**src/rtl/tcdm2axi_bridge.sv**
```systemverilog
// TCDM slave to AXI4 master bridge: one single-beat 32-bit access in flight at a time,
// placed on the 64-bit AXI data bus in the lane selected by address bit 2.
module tcdm2axi_bridge #(
    parameter int unsigned AXI_ADDR_WIDTH = 64,
    parameter int unsigned AXI_DATA_WIDTH = 64,
    parameter int unsigned AXI_USER_WIDTH = 6,
    parameter int unsigned AXI_ID_WIDTH   = 6,
    parameter int unsigned AXI_ID         = 0
) (
    input  logic                        clk_i,
    input  logic                        rst_ni,
    input  logic                        tcdm_slave_req_i,
    input  logic [31:0]                 tcdm_slave_add_i,
    input  logic                        tcdm_slave_type_i,
    input  logic [31:0]                 tcdm_slave_data_i,
    input  logic [3:0]                  tcdm_slave_be_i,
    output logic                        tcdm_slave_gnt_o,
    output logic                        tcdm_slave_r_valid_o,
    output logic [31:0]                 tcdm_slave_r_data_o,
    output logic                        tcdm_slave_r_opc_o,
    output logic                        busy_o,
    output logic                        axi_master_aw_valid_o,
    output logic [AXI_ADDR_WIDTH-1:0]   axi_master_aw_addr_o,
    output logic [2:0]                  axi_master_aw_prot_o,
    output logic [3:0]                  axi_master_aw_region_o,
    output logic [7:0]                  axi_master_aw_len_o,
    output logic [2:0]                  axi_master_aw_size_o,
    output logic [1:0]                  axi_master_aw_burst_o,
    output logic                        axi_master_aw_lock_o,
    output logic [3:0]                  axi_master_aw_cache_o,
    output logic [3:0]                  axi_master_aw_qos_o,
    output logic [AXI_ID_WIDTH-1:0]     axi_master_aw_id_o,
    output logic [AXI_USER_WIDTH-1:0]   axi_master_aw_user_o,
    input  logic                        axi_master_aw_ready_i,
    output logic                        axi_master_w_valid_o,
    output logic [AXI_DATA_WIDTH-1:0]   axi_master_w_data_o,
    output logic [AXI_DATA_WIDTH/8-1:0] axi_master_w_strb_o,
    output logic [AXI_USER_WIDTH-1:0]   axi_master_w_user_o,
    output logic                        axi_master_w_last_o,
    input  logic                        axi_master_w_ready_i,
    input  logic                        axi_master_b_valid_i,
    input  logic [1:0]                  axi_master_b_resp_i,
    input  logic [AXI_ID_WIDTH-1:0]     axi_master_b_id_i,
    input  logic [AXI_USER_WIDTH-1:0]   axi_master_b_user_i,
    output logic                        axi_master_b_ready_o,
    output logic                        axi_master_ar_valid_o,
    output logic [AXI_ADDR_WIDTH-1:0]   axi_master_ar_addr_o,
    output logic [2:0]                  axi_master_ar_prot_o,
    output logic [3:0]                  axi_master_ar_region_o,
    output logic [7:0]                  axi_master_ar_len_o,
    output logic [2:0]                  axi_master_ar_size_o,
    output logic [1:0]                  axi_master_ar_burst_o,
    output logic                        axi_master_ar_lock_o,
    output logic [3:0]                  axi_master_ar_cache_o,
    output logic [3:0]                  axi_master_ar_qos_o,
    output logic [AXI_ID_WIDTH-1:0]     axi_master_ar_id_o,
    output logic [AXI_USER_WIDTH-1:0]   axi_master_ar_user_o,
    input  logic                        axi_master_ar_ready_i,
    input  logic                        axi_master_r_valid_i,
    input  logic [AXI_DATA_WIDTH-1:0]   axi_master_r_data_i,
    input  logic [1:0]                  axi_master_r_resp_i,
    input  logic                        axi_master_r_last_i,
    input  logic [AXI_ID_WIDTH-1:0]     axi_master_r_id_i,
    input  logic [AXI_USER_WIDTH-1:0]   axi_master_r_user_i,
    output logic                        axi_master_r_ready_o
);

    localparam int unsigned TCDM_DW  = 32;
    localparam int unsigned TCDM_BEW = TCDM_DW / 8;
    localparam int unsigned STRB_W   = AXI_DATA_WIDTH / 8;

    typedef enum logic [2:0] {IDLE, WRITE, B_WAIT, READ, R_WAIT, RESP} state_e;

    state_e               state_q, state_d;
    logic [TCDM_DW-1:0]   add_q, add_d, data_q, data_d, rdata_q, rdata_d;
    logic [TCDM_BEW-1:0]  be_q, be_d;
    logic                 aw_pend_q, aw_pend_d, w_pend_q, w_pend_d, opc_q, opc_d;
    logic                 armed_q;

    // Next state, request latching and per-channel handshake bookkeeping
    always_comb begin
        state_d          = state_q;
        add_d            = add_q;
        data_d           = data_q;
        be_d             = be_q;
        rdata_d          = rdata_q;
        opc_d            = opc_q;
        aw_pend_d        = aw_pend_q;
        w_pend_d         = w_pend_q;
        tcdm_slave_gnt_o = 1'b0;
        case (state_q)
            IDLE: begin
                tcdm_slave_gnt_o = tcdm_slave_req_i & armed_q;
                if (tcdm_slave_req_i && armed_q) begin
                    add_d  = tcdm_slave_add_i;
                    data_d = tcdm_slave_data_i;
                    be_d   = tcdm_slave_be_i;
                    if (tcdm_slave_type_i) begin
                        state_d = READ;
                    end else begin
                        state_d   = WRITE;
                        aw_pend_d = 1'b1;
                        w_pend_d  = 1'b1;
                    end
                end
            end
            WRITE: begin
                aw_pend_d = aw_pend_q & ~axi_master_aw_ready_i;
                w_pend_d  = w_pend_q & ~axi_master_w_ready_i;
                if (!aw_pend_d && !w_pend_d) state_d = B_WAIT;
            end
            B_WAIT: begin
                if (axi_master_b_valid_i) begin
                    rdata_d = '0;
                    opc_d   = axi_master_b_resp_i[1];
                    state_d = RESP;
                end
            end
            READ: begin
                if (axi_master_ar_ready_i) state_d = R_WAIT;
            end
            R_WAIT: begin
                if (axi_master_r_valid_i) begin
                    rdata_d = add_q[2] ? axi_master_r_data_i[2*TCDM_DW-1:TCDM_DW]
                                       : axi_master_r_data_i[TCDM_DW-1:0];
                    opc_d   = axi_master_r_resp_i[1];
                    state_d = RESP;
                end
            end
            RESP:    state_d = IDLE;
            default: state_d = IDLE;
        endcase
    end

    // armed_q keeps the grant low while reset is asserted
    always_ff @(posedge clk_i or negedge rst_ni) begin
        if (!rst_ni) begin
            state_q   <= IDLE;
            add_q     <= '0;
            data_q    <= '0;
            be_q      <= '0;
            rdata_q   <= '0;
            opc_q     <= 1'b0;
            aw_pend_q <= 1'b0;
            w_pend_q  <= 1'b0;
            armed_q   <= 1'b0;
        end else begin
            state_q   <= state_d;
            add_q     <= add_d;
            data_q    <= data_d;
            be_q      <= be_d;
            rdata_q   <= rdata_d;
            opc_q     <= opc_d;
            aw_pend_q <= aw_pend_d;
            w_pend_q  <= w_pend_d;
            armed_q   <= 1'b1;
        end
    end

    assign busy_o               = (state_q != IDLE);
    assign tcdm_slave_r_valid_o = (state_q == RESP);
    assign tcdm_slave_r_data_o  = rdata_q;
    assign tcdm_slave_r_opc_o   = opc_q;

    assign axi_master_aw_valid_o  = aw_pend_q;
    assign axi_master_aw_addr_o   = AXI_ADDR_WIDTH'(add_q);
    assign axi_master_aw_prot_o   = 3'd0;
    assign axi_master_aw_region_o = 4'd0;
    assign axi_master_aw_len_o    = 8'd0;
    assign axi_master_aw_size_o   = 3'd2;
    assign axi_master_aw_burst_o  = 2'b01;
    assign axi_master_aw_lock_o   = 1'b0;
    assign axi_master_aw_cache_o  = 4'd0;
    assign axi_master_aw_qos_o    = 4'd0;
    assign axi_master_aw_id_o     = AXI_ID_WIDTH'(AXI_ID);
    assign axi_master_aw_user_o   = '0;

    assign axi_master_w_valid_o = w_pend_q;
    assign axi_master_w_data_o  = AXI_DATA_WIDTH'({data_q, data_q});
    assign axi_master_w_strb_o  = add_q[2] ? STRB_W'({be_q, {TCDM_BEW{1'b0}}}) : STRB_W'(be_q);
    assign axi_master_w_user_o  = '0;
    assign axi_master_w_last_o  = 1'b1;
    assign axi_master_b_ready_o = (state_q == B_WAIT);

    assign axi_master_ar_valid_o  = (state_q == READ);
    assign axi_master_ar_addr_o   = AXI_ADDR_WIDTH'(add_q);
    assign axi_master_ar_prot_o   = 3'd0;
    assign axi_master_ar_region_o = 4'd0;
    assign axi_master_ar_len_o    = 8'd0;
    assign axi_master_ar_size_o   = 3'd2;
    assign axi_master_ar_burst_o  = 2'b01;
    assign axi_master_ar_lock_o   = 1'b0;
    assign axi_master_ar_cache_o  = 4'd0;
    assign axi_master_ar_qos_o    = 4'd0;
    assign axi_master_ar_id_o     = AXI_ID_WIDTH'(AXI_ID);
    assign axi_master_ar_user_o   = '0;
    assign axi_master_r_ready_o   = (state_q == R_WAIT);

    // Response ids/users and the low resp bit carry nothing the TCDM side can use
    logic unused_inputs;
    assign unused_inputs = ^{axi_master_b_resp_i[0], axi_master_b_id_i, axi_master_b_user_i,
                             axi_master_r_resp_i[0], axi_master_r_last_i, axi_master_r_id_i,
                             axi_master_r_user_i};

endmodule

```
**config.mk**
```make
export PLATFORM = sky130hd
export DESIGN_NAME = tcdm2axi_bridge
export DESIGN_NICKNAME = d
export VERILOG_FILES = /design/src/rtl/tcdm2axi_bridge.sv
export SDC_FILE = /design/constraint.sdc
export NUM_CORES = 1
export LEC_CHECK = 0
export ABC_AREA = 1
export CAP_MARGIN = 0
export CORE_AREA = 2 2 197 199
export DETAILED_ROUTE_END_ITERATION = 8
export DIE_AREA = 0 0 199 201
export DONT_BUFFER_PORTS = 1
export SYNTH_ARGS = -nofsm -noshare
export SYNTH_HDL_FRONTEND = slang
export SYNTH_SLANG_ARGS = --single-unit
export TNS_END_PERCENT = 20
```
**constraint.sdc**
```tcl
create_clock -name clk_i -period 2.05 [get_ports clk_i]
set_input_delay 0.41 -clock clk_i [delete_from_list [all_inputs] [get_ports clk_i]]
set_output_delay 0.41 -clock clk_i [all_outputs]
set_load 0.02 [all_outputs]
```
After elaboration in Yosys (flattened, before gate mapping)
Cells that the tools add are included.
{"block": "totals", "regBits": 107, "out_inout_bits": 330, "input_bits": 170, "word_cells": 57}
{"block": "classes", "n_eq_ne": 11, "muxes": 20, "reduce_logical": 12, "n_bitwise": 5}
{"op": "32-bit two-way mux", "count": 3}
{"op": "32-bit case mux with 2 select lines", "count": 1}
{"op": "3-bit two-way mux", "count": 5}
{"op": "3-bit case mux with 5 select lines", "count": 1}
{"op": "2-bit != test (second input constant)", "count": 5}
{"op": "8-bit two-way mux", "count": 1}
{"op": "3-bit by 2-bit equality test with 1-bit output (second input constant)", "count": 2}
{"op": "3-bit equality test (second input constant)", "count": 2}
{"op": "1-bit case mux with 2 select lines", "count": 3}
{"op": "3-bit AND reduction", "count": 2}
{"op": "1-bit two-way mux", "count": 5}
{"op": "5-bit AND reduction", "count": 1}
{"op": "2-bit nonzero test", "count": 2}
{"op": "1-bit bitwise AND", "count": 3}
{"op": "3-bit by 1-bit equality test with 1-bit output (second input constant)", "count": 1}
{"op": "3-bit logical NOT", "count": 1}
{"op": "3-bit nonzero test", "count": 1}
{"op": "1-bit logical AND", "count": 2}
{"op": "1-bit logical NOT", "count": 2}
{"op": "2-bit two-way mux", "count": 1}
{"op": "2-bit by 1-bit != test with 1-bit output (second input constant)", "count": 1}
{"op": "1-bit inverter", "count": 2}
{"op": "2-bit AND reduction", "count": 1}

Longest topological paths before layout
{"block": "depth", "ltp_word": 6, "mapped_depth": 9, "mapped_depth_nobuf": 9}

Least setup slack after synthesis
No wires, ideal clock.
{"block": "synth_path", "kind": "register to output", "start": "register state_q[2]", "end": "output port tcdm_slave_gnt_o", "path_stages_with_launch": 7, "path_buffers": 3, "required_time_ns": 1.640, "slack_ns": 0.451, "arrival_time_ns": 1.189, "cell_sequence": "dfrtp_1 -> buf_6 -> nor2_4 -> nand2_2 -> nor2_4 -> buf_8 -> buf_12"}
{"block": "synth_between", "elab_chain_cells": 2}
{"element": "start, declared", "line_no": "74", "text": "state_e state_q, state_d;"}
{"element": "start signal, assigned", "line_no": "148", "text": "state_q <= state_d;"}
{"element": "3-bit logical NOT", "line_no": "91", "text": "case (state_q)"}
{"element": "1-bit two-way mux", "line_no": "91"}
{"element": "end, declared", "line_no": "17", "text": "output logic tcdm_slave_gnt_o,"}
Every way passes these cells.

Worst setup path after layout
Same ends and word-level chain as after synthesis.

==> metrics.md <==
| Metric | Value |
|---|---|
| Routed length per instance | 13.3 um |
| Boundary pin count | 500 |
| Post-DP Area | approximately 0.0060 sq mm |
| CP arrival | about 1.5 ns |
| Yosys top cell by area | dfrtp_1 |
| Area share of the largest cell type after synthesis | 41.0% |
| Synth Instances | 765 |
| Min Tclk post-route | between 1.5 and 2 ns |
| Violated checks | negative hold slack |
| Met1 Usage GRT | 6.59% |
| Fin. Hold Viols | approximately 110 |
| Placement Rows | 72 |
| Input/output buffers | 0 |
| CP Class | reg2out |
| Worst Tran Pin Value | 0.598 ns |
| Clock transition at the registers of the reported paths | about 0.080 ns |
| Layout Utilization | ~17% |
| Yosys reg bits | ~110 |
| Pins Over Slew Limit | 0 |
| DRT iter0 DRCs | 105 |
| Critical Path Start Type | flip-flop |
| Grt met3 use | around 3.7% |
| Busiest layer in global routing | met2 |
| Dpl hpwl | ~12 mm |
| Die width | between 150 and 200 um |
| Drt total wl | 16.1 mm |
| HP Class | in2async |
| Commonest non-fill, non-tap cells in the layout | nand2_1, conb_1, dfrtp_1 |
| Vias/cell | about 3.3 |
| Critical path required time | 1.64 ns |
| DR pass1 iterations | 4 |
| Status | finished with violations |
| Synthesized area | about 0.0065 sq mm |
| Synth unique cells | 25 |
| Tot Pwr | 10.7 mW |
| Setup tns final | 0 ns |
| Die height | approximately 200 um |
| Core area | ~0.038 sq mm |
| Final hold slack | -0.273 ns |
| Maximum clock insertion buffer count | 2 |
| Clock sink count | 107 |
| Area Overhead vs Synth | -3.01% |
| Most common cell after layout, fill and taps aside | nand2_1 |
| Peak VDD IR | 0.423 mV |
| Setup violations, final | 0 |
| Syn Area/Cell | around 8.5 sq um |
| Post-Synth Adder-Cell Area | 0% |
| Mux share of post-synthesis cell area | under 10% |
| First-pass GRT wire length | around 22 mm |
| Final Net Count | 863 |
| Final Cell Area | around 0.0063 sq mm |
| Worst Path Max Fanout | 18 |
| CTS tree | yes |
| Tot GR Track Use | 7.60% |
| Cts bufs inserted | 9 |
| Setup Skew | around 0.013 ns |
| Max cap viols | 0 |
| Clk root buf | clkbuf_16 |
| Share of cells above drive strength 1 | 14.3% |
| Die area | between 0.03 and 0.04 sq mm |
| Clock latency on the worst-skew pair | between 0.3 and 0.4 ns |
| Largest family of logic cells by synthesized area | buffers and inverters |
| H-tree depth | 3 |
| Post-route DRC | 0 |
| Worst setup EP type | output pin |
| Final Cycle Share | a little over nine tenths |
| Simple-gate share of the synthesized area | approximately a fifth |
| Initial core utilization | between 15 and 20% |
| Largest net degree at the start of global routing | approximately 110 |
| Vias | 4000 |
| Warnings, synthesis | 0 |
| GRT overflow | 0 |
| Post-synthesis xor/xnor area fraction | 0% |
| Placer congestion estimate | slightly above 0.8 |
| Max Clk Rate | 0.516 GHz |
| Compound-cell area share of the yosys netlist | around 3.3% |
| Met2 usage | 13.9% |
| Initial antenna violation count | 1 |
| Seq/Total Area, Yosys | ~41% |
| P per Cell Area | 1690 mW/mm^2 |
| Area contributors post-synth | dfrtp_1, buf_4, nand2_1 |
| RSZ-0062 raised after global routing | no |
| Post-route antenna net violation count | 0 |
| Relative max-transition margin | about three fifths |
| Vias in the first global route | ~3800 |
| Leakage | roughly 3.3 nW |
power by group:
| group | switching (mW) | internal, mW |
|---|---|---|
| clock | 0.887 | 0.969 |
| combinational | 1.84 | 0.929 |
| sequential | 2.98 | 3.07 |
area by class of cell:
class / count / area, sq um
Antenna cell: 1 / 2.50
Clock buffer: 9 / 225
Clock inverter: 7 / 83.8
Fill cell: 4330 / 31800
Inverter: 26 / 97.6
Multi-Input combinational cell: 538 / 2430
Sequential cell: 107 / 2680
Tap cell: 518 / 648
Timing Repair Buffer: 11 / 158
cells in the mapped netlist:
library cell  count
mux2_2           32
o21ai_0          25
nand3b_1          1
buf_8             2
nand3_1           8
inv_1            20
nand2_2          28
buf_4           226
clkbuf_1          1
a22oi_1           1
o21ai_2           1
nand4_1           1
dfrtp_1         107
nand3_2           1
nor2_2            1
a21boi_0          1
buf_2             8
nor2_1            8
inv_2             6
conb_1            2
nor2_4            2
o21ai_1          13
buf_12            2
nand2_1         261
buf_6             7
per-stage QoR:
step                instances  setup WS [ns]
floorplan                 917          0.451
global placement         1199          0.255
detailed placement       1199          0.217
finish                   1217          0.114
global route             1217        0.00483
CTS                      1216        0.00483
layer usage:
layer	wire, um	part of all wire [%]	vias up
met5	0	0	-
met4	678	4.2	0
met3	1850	11	34
met2	8190	51	298
met1	5410	34	1836
li1	-	-	1832
state kept, by name (all words and copies together), names as in the netlist:
| signal | flops |
|---|---|
| data_q | 32 |
| axi_master_aw_valid_o | 1 |
| state_q | 3 |
| tcdm_slave_r_opc_o | 1 |
| be_q | 4 |
| armed_q | 1 |
| add_q | 32 |
| axi_master_w_valid_o | 1 |
| tcdm_slave_r_data_o | 32 |
worst paths after layout:
check                                         start                to  slack [ns]  depth (start not counted)
worst max-delay path                     state_q[2]  tcdm_slave_gnt_o        0.11                          4
worst min-delay path                         rst_ni         add_q[23]       -0.27                          0
worst max register to register           state_q[2]        data_q[24]        0.34                          8
worst min register to register              be_q[2]           be_q[2]        0.57                          2
max in group asynchronous                    rst_ni        state_q[2]        2.17                          0
min in group clk_i              tcdm_slave_add_i[8]          add_q[8]        0.14                          2
critical path, cell delays in order (launching register included):
cell and delay, ns:
dfrtp_2 0.46, nor2_4 0.16, nand2_2 0.16, nor2_4 0.14
buf_12 0.20
kinds of logic after synthesis:
group,after synthesis
other cells,2
simple gates,311
compound gates,41
buf+inv,272
mux,32
flops,107
repair_timing:
| action | 4_1_cts | 5_1_grt |
|---|---|---|
| gates resized for setup | 1 | 1 |
| setup buffers | 1 | 0 |
| gates cloned | 0 | 0 |
| endpoints found under the setup margin | 1 | 1 |
| hold endpoints to repair | 107 | 107 |
| pin swaps | 0 | 0 |
Note: power is estimated with default switching activity, not from simulation.
